$ cat config.mk
export PLATFORM = sky130hd
export DESIGN_NAME = dmem_port_arbiter
export DESIGN_NICKNAME = d
export VERILOG_FILES = /design/src/rtl/dmem_port_arbiter.sv
export SDC_FILE = /design/constraint.sdc
export NUM_CORES = 1
export LEC_CHECK = 0
export ABC_AREA = 1
export CAP_MARGIN = 40
export CORE_ASPECT_RATIO = 0.9
export CORE_UTILIZATION = 60
export CTS_BUF_LIST = sky130_fd_sc_hd__clkbuf_16
export DETAILED_ROUTE_END_ITERATION = 7
export DONT_BUFFER_PORTS = 1
export PLACE_DENSITY = 0.87
export RECOVER_POWER = 50
export SLEW_MARGIN = 0
export SYNTH_ARGS = -nofsm -noshare
export SYNTH_HDL_FRONTEND = slang
export SYNTH_SLANG_ARGS = --single-unit
$ cat constraint.sdc
create_clock -name clk -period 9.8 [get_ports clk]
set_clock_uncertainty 0.15 [all_clocks]
set_input_delay 1.96 -clock clk [delete_from_list [all_inputs] [get_ports clk]]
set_output_delay 1.96 -clock clk [all_outputs]
set_load 0.03 [all_outputs]
$ cat src/rtl/dmem_port_arbiter.sv
`default_nettype none
// ============================================================================
// Module   : dmem_port_arbiter
// Brief    : Shares the synchronous data-memory port between the CPU MEM stage
//            and the debug/loader port; fixed CPU priority with debug
//            starvation guard, three-cycle access sequence, misalign reject.
// Revision : 1.0 - initial release
// ============================================================================
module dmem_port_arbiter #(
  parameter int ADDR_W     = 8,
  parameter int DATA_W     = 32,
  parameter int STARVE_MAX = 4
) (
  input  logic              clk,
  input  logic              rst,
  input  logic              cpu_req,
  input  logic              cpu_we,
  input  logic [ADDR_W-1:0] cpu_addr,
  input  logic [DATA_W-1:0] cpu_wdata,
  input  logic [2:0]        cpu_size,
  output logic              cpu_ready,
  output logic              cpu_done,
  output logic              cpu_err,
  output logic [DATA_W-1:0] cpu_rdata,
  input  logic              dbg_req,
  input  logic              dbg_we,
  input  logic [ADDR_W-1:0] dbg_addr,
  input  logic [DATA_W-1:0] dbg_wdata,
  input  logic [2:0]        dbg_size,
  output logic              dbg_ready,
  output logic              dbg_done,
  output logic              dbg_err,
  output logic [DATA_W-1:0] dbg_rdata,
  output logic              mem_en,
  output logic              mem_we,
  output logic [ADDR_W-1:0] mem_addr,
  output logic [DATA_W-1:0] mem_wdata,
  output logic [2:0]        mem_size,
  input  logic [DATA_W-1:0] mem_rdata,
  output logic [1:0]        owner
);

  localparam int                 c_CNT_W      = $clog2(STARVE_MAX + 1);
  localparam logic [c_CNT_W-1:0] c_STARVE_MAX = c_CNT_W'(STARVE_MAX);
  localparam logic [c_CNT_W-1:0] c_CNT_ONE    = c_CNT_W'(1);
  localparam logic [1:0]         c_OWN_NONE   = 2'b00;
  localparam logic [1:0]         c_OWN_CPU    = 2'b01;
  localparam logic [1:0]         c_OWN_DBG    = 2'b10;

  typedef enum logic [1:0] {
    S_IDLE   = 2'd0,
    S_ACCESS = 2'd1,
    S_RESP   = 2'd2
  } state_t;

  state_t              r_state;
  state_t              w_next_state;
  logic [c_CNT_W-1:0]  r_starve;
  logic                r_we;
  logic                r_mis;
  logic [ADDR_W-1:0]   r_addr;
  logic [DATA_W-1:0]   r_wdata;
  logic [2:0]          r_size;
  logic [1:0]          r_owner;

  logic                w_dbg_win;
  logic                w_cpu_win;
  logic                w_accept;
  logic                w_sel_we;
  logic [ADDR_W-1:0]   w_sel_addr;
  logic [DATA_W-1:0]   w_sel_wdata;
  logic [2:0]          w_sel_size;

  // Size code 11 has no defined width and is checked as a word.
  function automatic logic f_misalign(input logic [2:0] size, input logic [1:0] a);
    logic res;
    res = 1'b0;
    case (size[1:0])
      2'b01:        res = a[0];
      2'b10, 2'b11: res = |a;
      default:      res = 1'b0;
    endcase
    return res;
  endfunction

  always_comb begin
    w_next_state = r_state;
    w_dbg_win    = 1'b0;
    w_cpu_win    = 1'b0;
    mem_en       = 1'b0;
    owner        = c_OWN_NONE;
    case (r_state)
      S_IDLE: begin
        w_dbg_win = dbg_req && (!cpu_req || (r_starve == c_STARVE_MAX));
        w_cpu_win = cpu_req && !w_dbg_win;
        if (w_dbg_win || w_cpu_win) w_next_state = S_ACCESS;
      end
      S_ACCESS: begin
        mem_en       = !r_mis;
        owner        = r_owner;
        w_next_state = S_RESP;
      end
      S_RESP: begin
        owner        = r_owner;
        w_next_state = S_IDLE;
      end
      default: w_next_state = S_IDLE;
    endcase
  end

  assign w_accept    = w_dbg_win || w_cpu_win;
  assign cpu_ready   = w_cpu_win;
  assign dbg_ready   = w_dbg_win;
  assign w_sel_we    = w_dbg_win ? dbg_we    : cpu_we;
  assign w_sel_addr  = w_dbg_win ? dbg_addr  : cpu_addr;
  assign w_sel_wdata = w_dbg_win ? dbg_wdata : cpu_wdata;
  assign w_sel_size  = w_dbg_win ? dbg_size  : cpu_size;

  assign mem_we    = r_we & mem_en;
  assign mem_addr  = r_addr;
  assign mem_wdata = r_wdata;
  assign mem_size  = r_size;

  always_ff @(posedge clk or posedge rst) begin
    if (rst) r_state <= S_IDLE;
    else     r_state <= w_next_state;
  end

  always_ff @(posedge clk or posedge rst) begin
    if (rst) begin
      r_we    <= 1'b0;
      r_mis   <= 1'b0;
      r_addr  <= '0;
      r_wdata <= '0;
      r_size  <= 3'b000;
      r_owner <= c_OWN_NONE;
    end else if (w_accept) begin
      r_we    <= w_sel_we;
      r_mis   <= f_misalign(w_sel_size, w_sel_addr[1:0]);
      r_addr  <= w_sel_addr;
      r_wdata <= w_sel_wdata;
      r_size  <= w_sel_size;
      r_owner <= w_dbg_win ? c_OWN_DBG : c_OWN_CPU;
    end
  end

  // Counts arbitrations debug lost while it was actually waiting.
  always_ff @(posedge clk or posedge rst) begin
    if (rst) begin
      r_starve <= '0;
    end else if (r_state == S_IDLE) begin
      if (w_dbg_win || !dbg_req)
        r_starve <= '0;
      else if (w_cpu_win && (r_starve != c_STARVE_MAX))
        r_starve <= r_starve + c_CNT_ONE;
    end
  end

  always_ff @(posedge clk or posedge rst) begin
    if (rst) begin
      cpu_done  <= 1'b0;
      dbg_done  <= 1'b0;
      cpu_err   <= 1'b0;
      dbg_err   <= 1'b0;
      cpu_rdata <= '0;
      dbg_rdata <= '0;
    end else begin
      cpu_done <= 1'b0;
      dbg_done <= 1'b0;
      cpu_err  <= 1'b0;
      dbg_err  <= 1'b0;
      if (r_state == S_RESP) begin
        if (r_owner == c_OWN_CPU) begin
          cpu_done <= 1'b1;
          cpu_err  <= r_mis;
          if (!r_we && !r_mis) cpu_rdata <= mem_rdata;
        end else if (r_owner == c_OWN_DBG) begin
          dbg_done <= 1'b1;
          dbg_err  <= r_mis;
          if (!r_we && !r_mis) dbg_rdata <= mem_rdata;
        end
      end
    end
  end

endmodule
`default_nettype wire

---- Yosys cells after proc, flatten, opt, wreduce, memory -nomap -nowiden ----
Index checks and enable logic that the tools add are counted.
cells by class
  bitwise operators ....................... 2
  reduce and logical (&&, ||, !) cells .... 21
  equal/unequal tests ..................... 10
  add/subtract/negate cells ............... 1
  mux-type cells .......................... 24
operators with widths
  kind                                                  number
  2-to-1 mux 32 bit                                     1
  2-to-1 mux 1 bit                                      14
  2-to-1 mux 3 bit                                      3
  equality test 2 bit (second input constant)           4
  2-to-1 mux 8 bit                                      1
  equality test 2 x 1 -> 1 bit (second input constant)  3
  2-to-1 mux 2 bit                                      3
  OR reduction 2 bit                                    3
  logical NOT 1 bit                                     5
  logical AND 1 bit                                     4
  logical OR 1 bit                                      4
  case mux 2 bit (2 select lines)                       1
  AND reduction 4 bit                                   1
  adder 3 x 1 -> 3 bit (second input constant)          1
  equality test 3 bit (second input constant)           1
  != test 3 bit (second input constant)                 1
  AND reduction 3 bit                                   1
  logical NOT 2 bit                                     1
  != test 2 bit (second input constant)                 1
  case mux 1 bit (2 select lines)                       1
  AND reduction 2 bit                                   1
  nonzero test 2 bit                                    1
  AND 1 bit                                             1
  NOT 1 bit                                             1
storage, ports and cells
  word-level logic and storage cells ...... 72
  bits in registers ....................... 120

---- Longest topological paths before layout ----
Gate-level depths: netlist of run 1.
  depth after elaboration ................. 9
  mapped depth ............................ 11

---- Least setup slack after synthesis of run 1 ----
Ideal clock, no wire load.
  kind .................................... input port to output port
  start ................................... input port cpu_req
  end ..................................... output port cpu_ready
  path buffers ............................ 1
  arrival ................................. 2590 ps
  slack ................................... 5100 ps
  cell stages on the path ................. 5
  data required time ...................... 7690 ps
  cell sequence ........................... nand2_2 -> nand2_1 -> nand3_2 -> inv_2 -> buf_2
on the way
  longest elaborated chain between the ends .. 6
RTL lines
  item                 line  RTL
  start, declared      16    input logic cpu_req,
  logical NOT 1 bit    94    w_dbg_win = dbg_req && (!cpu_req || (r_starve == c_STARVE_MAX));
  logical OR 1 bit     94
  logical AND 1 bit    94
  logical NOT 1 bit    95    w_cpu_win = cpu_req && !w_dbg_win;
  logical AND 1 bit *  95
  2-to-1 mux 1 bit *   92    case (r_state)
  end, declared        21    output logic cpu_ready,
Every way passes the cells marked *; elsewhere a longest branch is shown, timed or not.

---- Worst setup path after layout of run 1 ----
  start ................................... input port cpu_req
  end ..................................... output port dbg_ready
on the way
  longest elaborated chain between the ends .. 4
RTL lines
  item               line  RTL
  logical NOT 1 bit  94
  logical OR 1 bit   94
  logical AND 1 bit  94
  2-to-1 mux 1 bit   92
  end, declared      30    output logic dbg_ready,
No other way between the ends.

==> results of run 1 <==
[layout make-up]
| class | instances | area share |
|---|---|---|
| clock buffers | 17 | 0.0765 |
| clock inverters | 15 | 0.0360 |
| inverters | 62 | 0.0421 |
| multi-input cells | 330 | 0.280 |
| flip-flops and latches | 120 | 0.540 |
| well taps | 99 | 0.0223 |
| repair buffers | 4 | 0.00360 |
[sequential cells by signal, summed over array words and instances (netlist names), 2 cells and up]
register   count
dbg_rdata     32
mem_addr       8
mem_wdata     32
r_state        2
r_starve       3
cpu_rdata     32
r_owner        2
mem_size       3
[stage by stage]
step / util / setup slack, ns / hold WS [ns]
6_report: 0.686 / 4.52 / 0.344
4_1_cts: 0.699 / 4.56 / 0.358
2_1_floorplan: - / 4.50 / 0.322
3_3_place_gp: 0.619 / 4.59 / 0.340
5_1_grt: 0.686 / 4.42 / 0.359
3_5_place_dp: 0.622 / 4.56 / 0.349
[worst paths after layout]
kind / depth (start not counted) / from / slack (ns) / end
max: 3 / cpu_req / 4.52 / dbg_ready
min: 1 / r_owner[1] / 0.34 / cpu_err
max reg2reg: 7 / r_state[1] / 6.32 / mem_size[1]
min reg2reg: 1 / r_owner[1] / 0.34 / cpu_err
max in group asynchronous: 2 / rst / 5.89 / cpu_rdata[3]
min in group asynchronous: 1 / rst / 1.95 / mem_wdata[11]
[power by group through the flow]
stage	Clock, mW	Sequential, mW	Combinational [mW]
floorplan	0	1.25	0.382
global placement	0	1.30	0.420
detailed placement	0	1.32	0.457
CTS	0.658	1.31	0.461
global route	0.681	1.33	0.499
finish	0.650	1.31	0.429
[routing by layer]
layer  wire (microns)  track usage  up-vias
met5                0            0        -
met4              159        0.111        0
li1                 -            -     1722
met2             6330        0.475      199
met3             1150        0.109       16
met1             4440        0.305     1825
[kinds of logic after synthesis]
group / Yosys count / synth area share
simple gates: 212 / 0.172
flops: 120 / 0.592
compound gates: 110 / 0.132
buf+inv: 87 / 0.0849
fa+ha+maj: 7 / 0.0173
xor+xnor: 1 / 0.00173
[cell usage in the layout, fill, tap and decap left out, drive strengths merged]
| cell type | Yosys | routed |
|---|---|---|
| nor4 | 2 | 2 |
| nor2 | 3 | 3 |
| nand2 | 173 | 173 |
| buf | 23 | 2 |
| bufinv | 0 | 4 |
| clkinvlp | 0 | 4 |
| a22oi | 1 | 1 |
| nand3 | 28 | 28 |
| inv | 62 | 65 |
| xor2 | 1 | 1 |
| clkbuf | 2 | 19 |
| o22ai | 7 | 7 |
| a21oi | 9 | 9 |
| nand4 | 3 | 3 |
| dfrtp | 120 | 120 |
| a2bb2oi | 10 | 10 |
| ha | 7 | 7 |
| o21ai | 83 | 83 |
| clkinv | 0 | 4 |
| nor3 | 3 | 3 |
==> results.ini, run 1 <==
[job]
maxCapViolCount = 2

[synth]
synth_top_area_frac = 0.592
yosysMostFrequentCell = nand2_1
synth-seq-cells = 120
yosys_warnings = 0
synth-async-reset-ratio = 1.00
synth.avg_cell_area_sq_um = 9.44
synth_area_leaders = dfrtp_1 59%, nand2_1 13%, o21ai_1 4.8%, inv_1 4.3%, buf_6 2.7%
ys_seq_area_frac = 0.592
synth_edf_count = 0
synth_area_sq_mm = 0.00507
syn-num-nets = 668
synthFlopType = dfrtp_1
syn_inst = 537
synthTopCellsByCount = 170 x nand2_1, 120 x dfrtp_1, 58 x inv_1
synth_cell_types = 25
yosys.area.top_type = dfrtp_1

[placement]
portBuffers = 0
hpwlAfterDp_microns = 8600
placedCellCount = 615
postPlaceCellArea_sq_mm = 0.00504
place_congestion = 0.927

[clock_tree]
root_buffer = clkbuf_16
cts_buffers = 17
h-tree-depth = 4
cts_sinks = 120
clk_pin_slew_ns = 0.05
cts_setup_buffers = 0
cts_hold_repair.buffers = 0
clk_latency_ns = 0.39
cts_buffer_depth = 2
cts_tree = done
cts_resized = 0

[critical_path]
cp_slowest_cell = inv_2
start_kind = input port
path_cells = nand2_2 -> nand3_2 -> inv_2
cp.arrival_ns = 3.17
worstPathRequired_ns = 7.69
slowest_delay_ns = 0.70
crit_path_end_kind = primary output
worstSetupPathType = in -> out
crit_fanout = 35
crit_buf_inv = 1
crit_family = buffers and inverters

[timing]
rsz0062_at_grt = no
period_share = 0.539
worst_slew_margin_rel = -0.639
worst_pin_slew_ns = 2.45
finalMaxSlewViolations = 121
setup_tns_ns = 0
fmax_mhz = 189
fin_crit_ns = 5.28
setup_viol = 0
hold_viol_final = 0

[floorplanning]
dieArea_sq_mm = 0.00882
dieHeight_microns = 89.2
rows = 31
start_util = 0.626
io_pins = 241
core_sq_mm = 0.00811
die_x_microns = 98.9

[detailed_routing]
drc = 0
via_per_inst = 5.81
wirelength_microns = 12100
detail-route-antenna-nets = 0
wl_per_cell_microns = 18.7
drt-pass1-iter-count = 4
drt_iter0_drc = 173
vias = 3762

[power_and_ir_drop]
sequentialPowerShare = 0.548
p_per_area_mw_per_mm2 = 429
ir_drop_mv = 0.194
power_mw = 2.39
clockPowerShare = 0.272
swShare = 0.457
p_int_mw = 1.30
p_switching_mw = 1.09
power_frac_comb = 0.180
power.leakage_nw = 2.85

[cells_and_area]
nNetsFinal = 666
instances_no_fill = 647
multi_input_area_sq_mm = 0.00156
area_growth_pct = 9.72
antennaDiodeCount = 0
design_area_sq_mm = 0.00556
drive_gt1_frac = 0.0730
final-seq-area_sq_mm = 0.00300
num-fill-cells = 629

[global_route]
grt_pass1_wl_microns = 18200
antenna_found_initial = 0
gr-usage-all-layers = 0.273
grt_pass1_vias = 3643
grt_max_degree = 67
grt-ovfl-total = 0

[min_path]
min_path_type = reg -> reg

[run_status]
status = finished with violations
violations = max-capacitance violations, max-slew violations

Power figures use the tool's default switching activity.
==> run 2: changes to the inputs <==
--- a/config.mk
+++ b/config.mk
@@ -8,11 +8,11 @@
 export ABC_AREA = 1
 export CAP_MARGIN = 40
 export CORE_ASPECT_RATIO = 0.9
-export CORE_UTILIZATION = 60
+export CORE_UTILIZATION = 57
 export CTS_BUF_LIST = sky130_fd_sc_hd__clkbuf_16
 export DETAILED_ROUTE_END_ITERATION = 7
 export DONT_BUFFER_PORTS = 1
-export PLACE_DENSITY = 0.87
+export PLACE_DENSITY = 0.86
 export RECOVER_POWER = 50
 export SLEW_MARGIN = 0
 export SYNTH_ARGS = -nofsm -noshare
==> constraint.sdc (replaced) <==
create_clock -name clk -period 4.26 [get_ports clk]
set_clock_uncertainty 0.15 [all_clocks]
set_input_delay 0.852 -clock clk [delete_from_list [all_inputs] [get_ports clk]]
set_output_delay 0.852 -clock clk [all_outputs]
set_load 0.03 [all_outputs]
==> results.ini, run 2 (synthesis gave the netlist of run 1 again) <==
[critical_path]
cp_slowest_cell = inv_2
crit_path_end_kind = primary output
start_kind = flip-flop
worstPathRequired_ns = 3.26  ; -4.43 ns
crit_fanout = 23  ; -34%
r2r_slack_ns = 1.66  ; -4.66 ns
r2r-end = r_starve[1]
cp.arrival_ns = 2.03  ; -1.14 ns
path_cells = inv_1 -> ha_1 -> nand3_2 -> inv_2
reg2reg_depth = 8  ; +1
r2r-start = r_state[1]
slowest_delay_ns = 0.45  ; -0.25 ns
worstSetupPathType = reg -> out

[clock_tree]
cts_sinks = 120  ; unchanged
cts_hold_repair.buffers = 0  ; unchanged
cts_setup_buffers = 0  ; unchanged
root_buffer = clkbuf_16
cts_buffers = 17  ; unchanged
h-tree-depth = 4  ; unchanged
clk_latency_ns = 0.39  ; about the same
cts_tree = done
cts_buffer_depth = 2  ; unchanged
clk_pin_slew_ns = 0.06  ; about the same
cts_resized = 0  ; unchanged

[cells_and_area]
layout_commonest_cell = nand2_1
nNetsFinal = 667  ; +0.15%
design_area_sq_mm = 0.00564  ; +1.3%
instances_no_fill = 668  ; +3.2%
drive_gt1_frac = 0.111  ; +0.0381
antennaDiodeCount = 0  ; unchanged
area_growth_pct = 11.2
fin_util = 0.655  ; -0.0316
final_cell_mix = 171 x nand2_1, 120 x dfrtp_1, 57 x inv_1
num-fill-cells = 675  ; +7.3%

[floorplanning]
rows = 32  ; +3.2%
die_x_microns = 101  ; +2.5%
dieArea_sq_mm = 0.00928  ; +5.2%
start_util = 0.589  ; -0.0365
dieHeight_microns = 91.5  ; +2.5%
io_pins = 241  ; unchanged
core_sq_mm = 0.00861  ; +6.2%

[global_route]
grt_pass1_wl_microns = 17600  ; -3.3%
grt-ovfl-total = 0  ; unchanged
antenna_found_initial = 0  ; unchanged
grt_max_degree = 67  ; unchanged
gr-usage-all-layers = 0.251  ; -0.0223
grt_pass1_vias = 3556  ; -2.4%

[timing]
setup_slack_ns = 1.23  ; -3.29 ns
setup_viol = 0  ; unchanged
fmax_mhz = 330
worst_pin_slew_ns = 2.82  ; +0.379 ns
setup_tns_ns = 0  ; unchanged
hold_viol_final = 0  ; unchanged
fin_crit_ns = 3.03
worst_slew_margin_rel = -0.894  ; -0.254
rsz0062_at_grt = no
whs_ns = 0.341  ; -0.00333 ns
finalMaxSlewViolations = 67  ; -45%
period_share = 0.711

[placement]
postPlaceCellArea_sq_mm = 0.00507  ; +0.70%
portBuffers = 0  ; unchanged
place_congestion = 0.893  ; -3.6%
post-place-ws_ns = 1.61  ; -2.95 ns
placedCellCount = 636  ; +3.4%
hpwlAfterDp_microns = 8340  ; -3.1%

[power_and_ir_drop]
ir_drop_mv = 0.496  ; +160%
sequentialPowerShare = 0.554  ; +0.006
clockPowerShare = 0.254  ; -0.018
p_switching_mw = 2.52  ; +130%
swShare = 0.466  ; +0.00892
p_int_mw = 2.89  ; +120%
power_frac_comb = 0.192  ; +0.012
p_per_area_mw_per_mm2 = 961  ; +120%
power.leakage_nw = 2.85  ; about the same
power_mw = 5.41  ; +130%

[run_status]
status = finished with violations
violations = max-capacitance violations, max-slew violations

[detailed_routing]
drt_iter0_drc = 94  ; -46%
wirelength_microns = 11600  ; -3.8%
detail-route-antenna-nets = 0  ; unchanged
drc = 0  ; unchanged
via_per_inst = 5.54  ; -4.7%
vias = 3702  ; -1.6%
drt-pass1-iter-count = 4  ; unchanged
wl_per_cell_microns = 17.4  ; -6.8%

[min_path]
min_path_type = reg -> reg
holdPathEnd = dbg_err
min_from = r_owner[0]
hold_depth = 1  ; unchanged

[job]
maxCapViolCount = 1  ; -1

-- run 2: cell count changes in the layout (fill, tap and decap cells not counted), moves of 2 or more --
cell,change
o21ai_2,+15
inv_2,+2
buf_4,+2
bufinv_16,-2
clkbuf_1,-2
o21ai_0,-55
o21ai_1,+40
inv_1,-3
-- run 2: cell type report --
class,count,area (sq um),share of cell area
sequential,120,3000,0.533
tap,119,149,0.0264
inverter,62,234,0.0415
clock inverter,15,153,0.0271
multi-input combinational,330,1630,0.288
timing repair buffer,5,47.5,0.00844
clock buffer,17,425,0.0755
-- run 2: how the worst max path moves through the flow --
| stage | start | end | slack (ns) | depth (start not counted) |
|---|---|---|---|---|
| final | r_state[1] | cpu_ready | 1.23 | 4 |
| after global routing | rst | cpu_rdata[15] | 0.77 | 2 |
| after CTS | r_state[1] | cpu_ready | 1.24 | 4 |
| after detailed placement | cpu_req | cpu_ready | 1.61 | 4 |
| after global placement | cpu_req | cpu_ready | 1.64 | 4 |
| after floorplan | rst | cpu_done | 0.07 | 1 |
-- run 2: per-layer routing --
layer,part of all wire,up-vias,global-route usage
met5,0,-,0
met2,0.50,196,0.422
li1,-,1726,-
met1,0.39,1760,0.294
met4,0.019,0,0.0954
met3,0.087,20,0.0855
-- run 2: power groups by stage --
stage          Combinational, mW  Sequential [mW]  Clock [mW]
4_1_cts                     1.06             3.01        1.39
6_report                    1.04             3.00        1.38
5_1_grt                     1.20             3.06        1.44
3_3_place_gp               0.969             3.00           0
3_5_place_dp                1.05             3.02           0
2_1_floorplan              0.879             2.88           0
-- run 2: worst max-delay path: cells and delay by family (launching register included) --
kind	cells	cell delay, ns
adder cells (fa/ha/maj)	1	0.36
AND/OR/NAND/NOR	1	0.29
flip-flops	1	0.38
buffers and inverters	2	0.59
==> run 3: changes to the inputs <==
==> constraint.sdc (replaced) <==
create_clock -name clk -period 2.6 [get_ports clk]
set_clock_uncertainty 0.15 [all_clocks]
set_input_delay 0.52 -clock clk [delete_from_list [all_inputs] [get_ports clk]]
set_output_delay 0.52 -clock clk [all_outputs]
set_load 0.03 [all_outputs]
==> results.ini, run 3 (synthesis gave the netlist of run 1 again) <==
[global_route]
grt_pass1_vias = 3668  ; +3.1%
antenna_found_initial = 0  ; unchanged
grt-ovfl-total = 0  ; unchanged
use_met1 = 0.289  ; -0.00463
busiest_layer = met2
grt_max_degree = 65  ; -3.0%
grt_pass1_wl_microns = 18300  ; +3.9%
globalRouteMet2Util = 0.448  ; +0.0261
gr-usage-all-layers = 0.259  ; +0.00850
gr-usage-met3 = 0.0962  ; +0.0108

[timing]
rsz0062_at_grt = no
worst_slew_margin_rel = 0.0497  ; +0.943
setup_viol = 0  ; unchanged
fin_crit_ns = 2.48
period_share = 0.953
fmax_mhz = 404
finalMaxSlewViolations = 0  ; -100%
setup_slack_ns = 0.122  ; -1.11 ns
hold_viol_final = 0  ; unchanged
setup_tns_ns = 0  ; unchanged
worst_pin_slew_ns = 1.43  ; -1.40 ns

[floorplanning]
dieHeight_microns = 91.5  ; unchanged
io_pins = 241  ; unchanged
start_util = 0.589  ; unchanged
dieArea_sq_mm = 0.00928  ; unchanged
core_sq_mm = 0.00861  ; unchanged
die_x_microns = 101  ; unchanged
rows = 32  ; unchanged

[power_and_ir_drop]
p_per_area_mw_per_mm2 = 1550  ; +61%
power.leakage_nw = 2.86  ; +0.44%
power_mw = 8.73  ; +61%
ir_drop_mv = 0.819  ; +65%

[placement]
place_congestion = 0.834  ; -6.6%
hpwlAfterDp_microns = 8440  ; +1.2%
post-place-ws_ns = 0.479  ; -1.13 ns
portBuffers = 0  ; unchanged

[clock_tree]
cts_setup_buffers = 0  ; unchanged
cts_sinks = 120  ; unchanged
cts_buffer_depth = 2  ; unchanged
cts_buffers = 17  ; unchanged
root_buffer = clkbuf_16
cts_tree = done
clk_latency_ns = 0.39  ; about the same
clk_pin_slew_ns = 0.06  ; about the same
h-tree-depth = 4  ; unchanged

[critical_path]
reg2reg_depth = 7  ; -1
worstSetupPathType = reg -> out
crit_path_end_kind = primary output
cp.arrival_ns = 1.81  ; -0.22 ns
crit_fanout = 9  ; -61%
worstPathRequired_ns = 1.93  ; -1.33 ns
start_kind = flip-flop

[run_status]
status = finished clean

[cells_and_area]
nNetsFinal = 671  ; +0.60%
multi_input_area_sq_mm = 0.00163  ; +0.31%
final_cell_mix = 170 x nand2_1, 120 x dfrtp_1, 57 x inv_1
final-seq-area_sq_mm = 0.00300  ; unchanged
layout_commonest_cell = nand2_1
antennaDiodeCount = 0  ; unchanged
area_growth_pct = 11.1  ; about the same
num-fill-cells = 686  ; +1.6%
drive_gt1_frac = 0.121  ; +0.0100

[detailed_routing]
wl_per_cell_microns = 17.6  ; +1.3%
drc = 0  ; unchanged
via_per_inst = 5.64  ; +1.8%
detail-route-antenna-nets = 0  ; unchanged
wirelength_microns = 11800  ; +1.9%
drt-pass1-iter-count = 5  ; +1
drt_iter0_drc = 137  ; +46%
vias = 3790  ; +2.4%

[min_path]
min_path_type = in -> reg
hold_depth = 2  ; +1

[job]
maxCapViolCount = 0  ; -1

[run 3: cell types whose count changed in the layout (fill, tap and decap cells not counted), moves of 2 or more]
cell / change
o21ai_0: -6
o21ai_1: +6
buf_4: +2
bufinv_16: -2
clkinv_2: +2
clkinv_4: +2
clkinvlp_4: -2
[run 3: layout make-up]
| class | instances | area share |
|---|---|---|
| Tap cell | 119 | 0.0264 |
| Clock buffer | 17 | 0.0755 |
| Sequential cell | 120 | 0.533 |
| Timing Repair Buffer | 9 | 0.0155 |
| Inverter | 62 | 0.0415 |
| Multi-Input combinational cell | 330 | 0.289 |
| Clock inverter | 15 | 0.0187 |
[run 3: path summary, 6_finish.rpt]
check | endpoint | slack (ns) | startpoint
max | cpu_ready | 0.12 | r_state[1]
min | mem_wdata[26] | 0.09 | cpu_wdata[26]
max reg2reg | mem_addr[6] | 0.51 | r_state[1]
min reg2reg | dbg_err | 0.36 | r_owner[0]
max in group asynchronous | dbg_rdata[25] | 1.05 | rst
min in group asynchronous | dbg_rdata[0] | 0.37 | rst
[run 3: worst max-delay path, stage by stage (launching register included)]
cell,delay [ns]
dfrtp_1,0.39
inv_1,0.15
ha_2,0.31
nand3_2,0.28
inv_2,0.27
[run 3: through the flow]
step                hold WS, ns   util  std cells  area [sq um]
finish                   0.0946  0.655        672          5630
global route             0.0770  0.655        672          5630
CTS                      0.0835  0.656        672          5650
detailed placement        0.355  0.595        640          5120
global placement          0.340  0.595        640          5120
floorplan                 0.322      -        537          5070
[run 3: what timing repair did]
item	CTS	global route
hold buffers	0	0
endpoints found under the setup margin	0	2
resized for setup	0	1
[run 3: power by group]
group | switching (mW) | internal, mW
sequential | 2.23 | 2.69
combinational | 1.09 | 0.669
clock | 0.836 | 1.22
total | 4.15 | 4.58
[run 3: per-layer routing]
metal / part of all wire / up-vias / routed length, microns
li1: - / 1734 / -
met1: 0.36 / 1821 / 4290
met2: 0.52 / 214 / 6220
met3: 0.093 / 21 / 1110
met4: 0.020 / 0 / 238
met5: 0 / - / 0
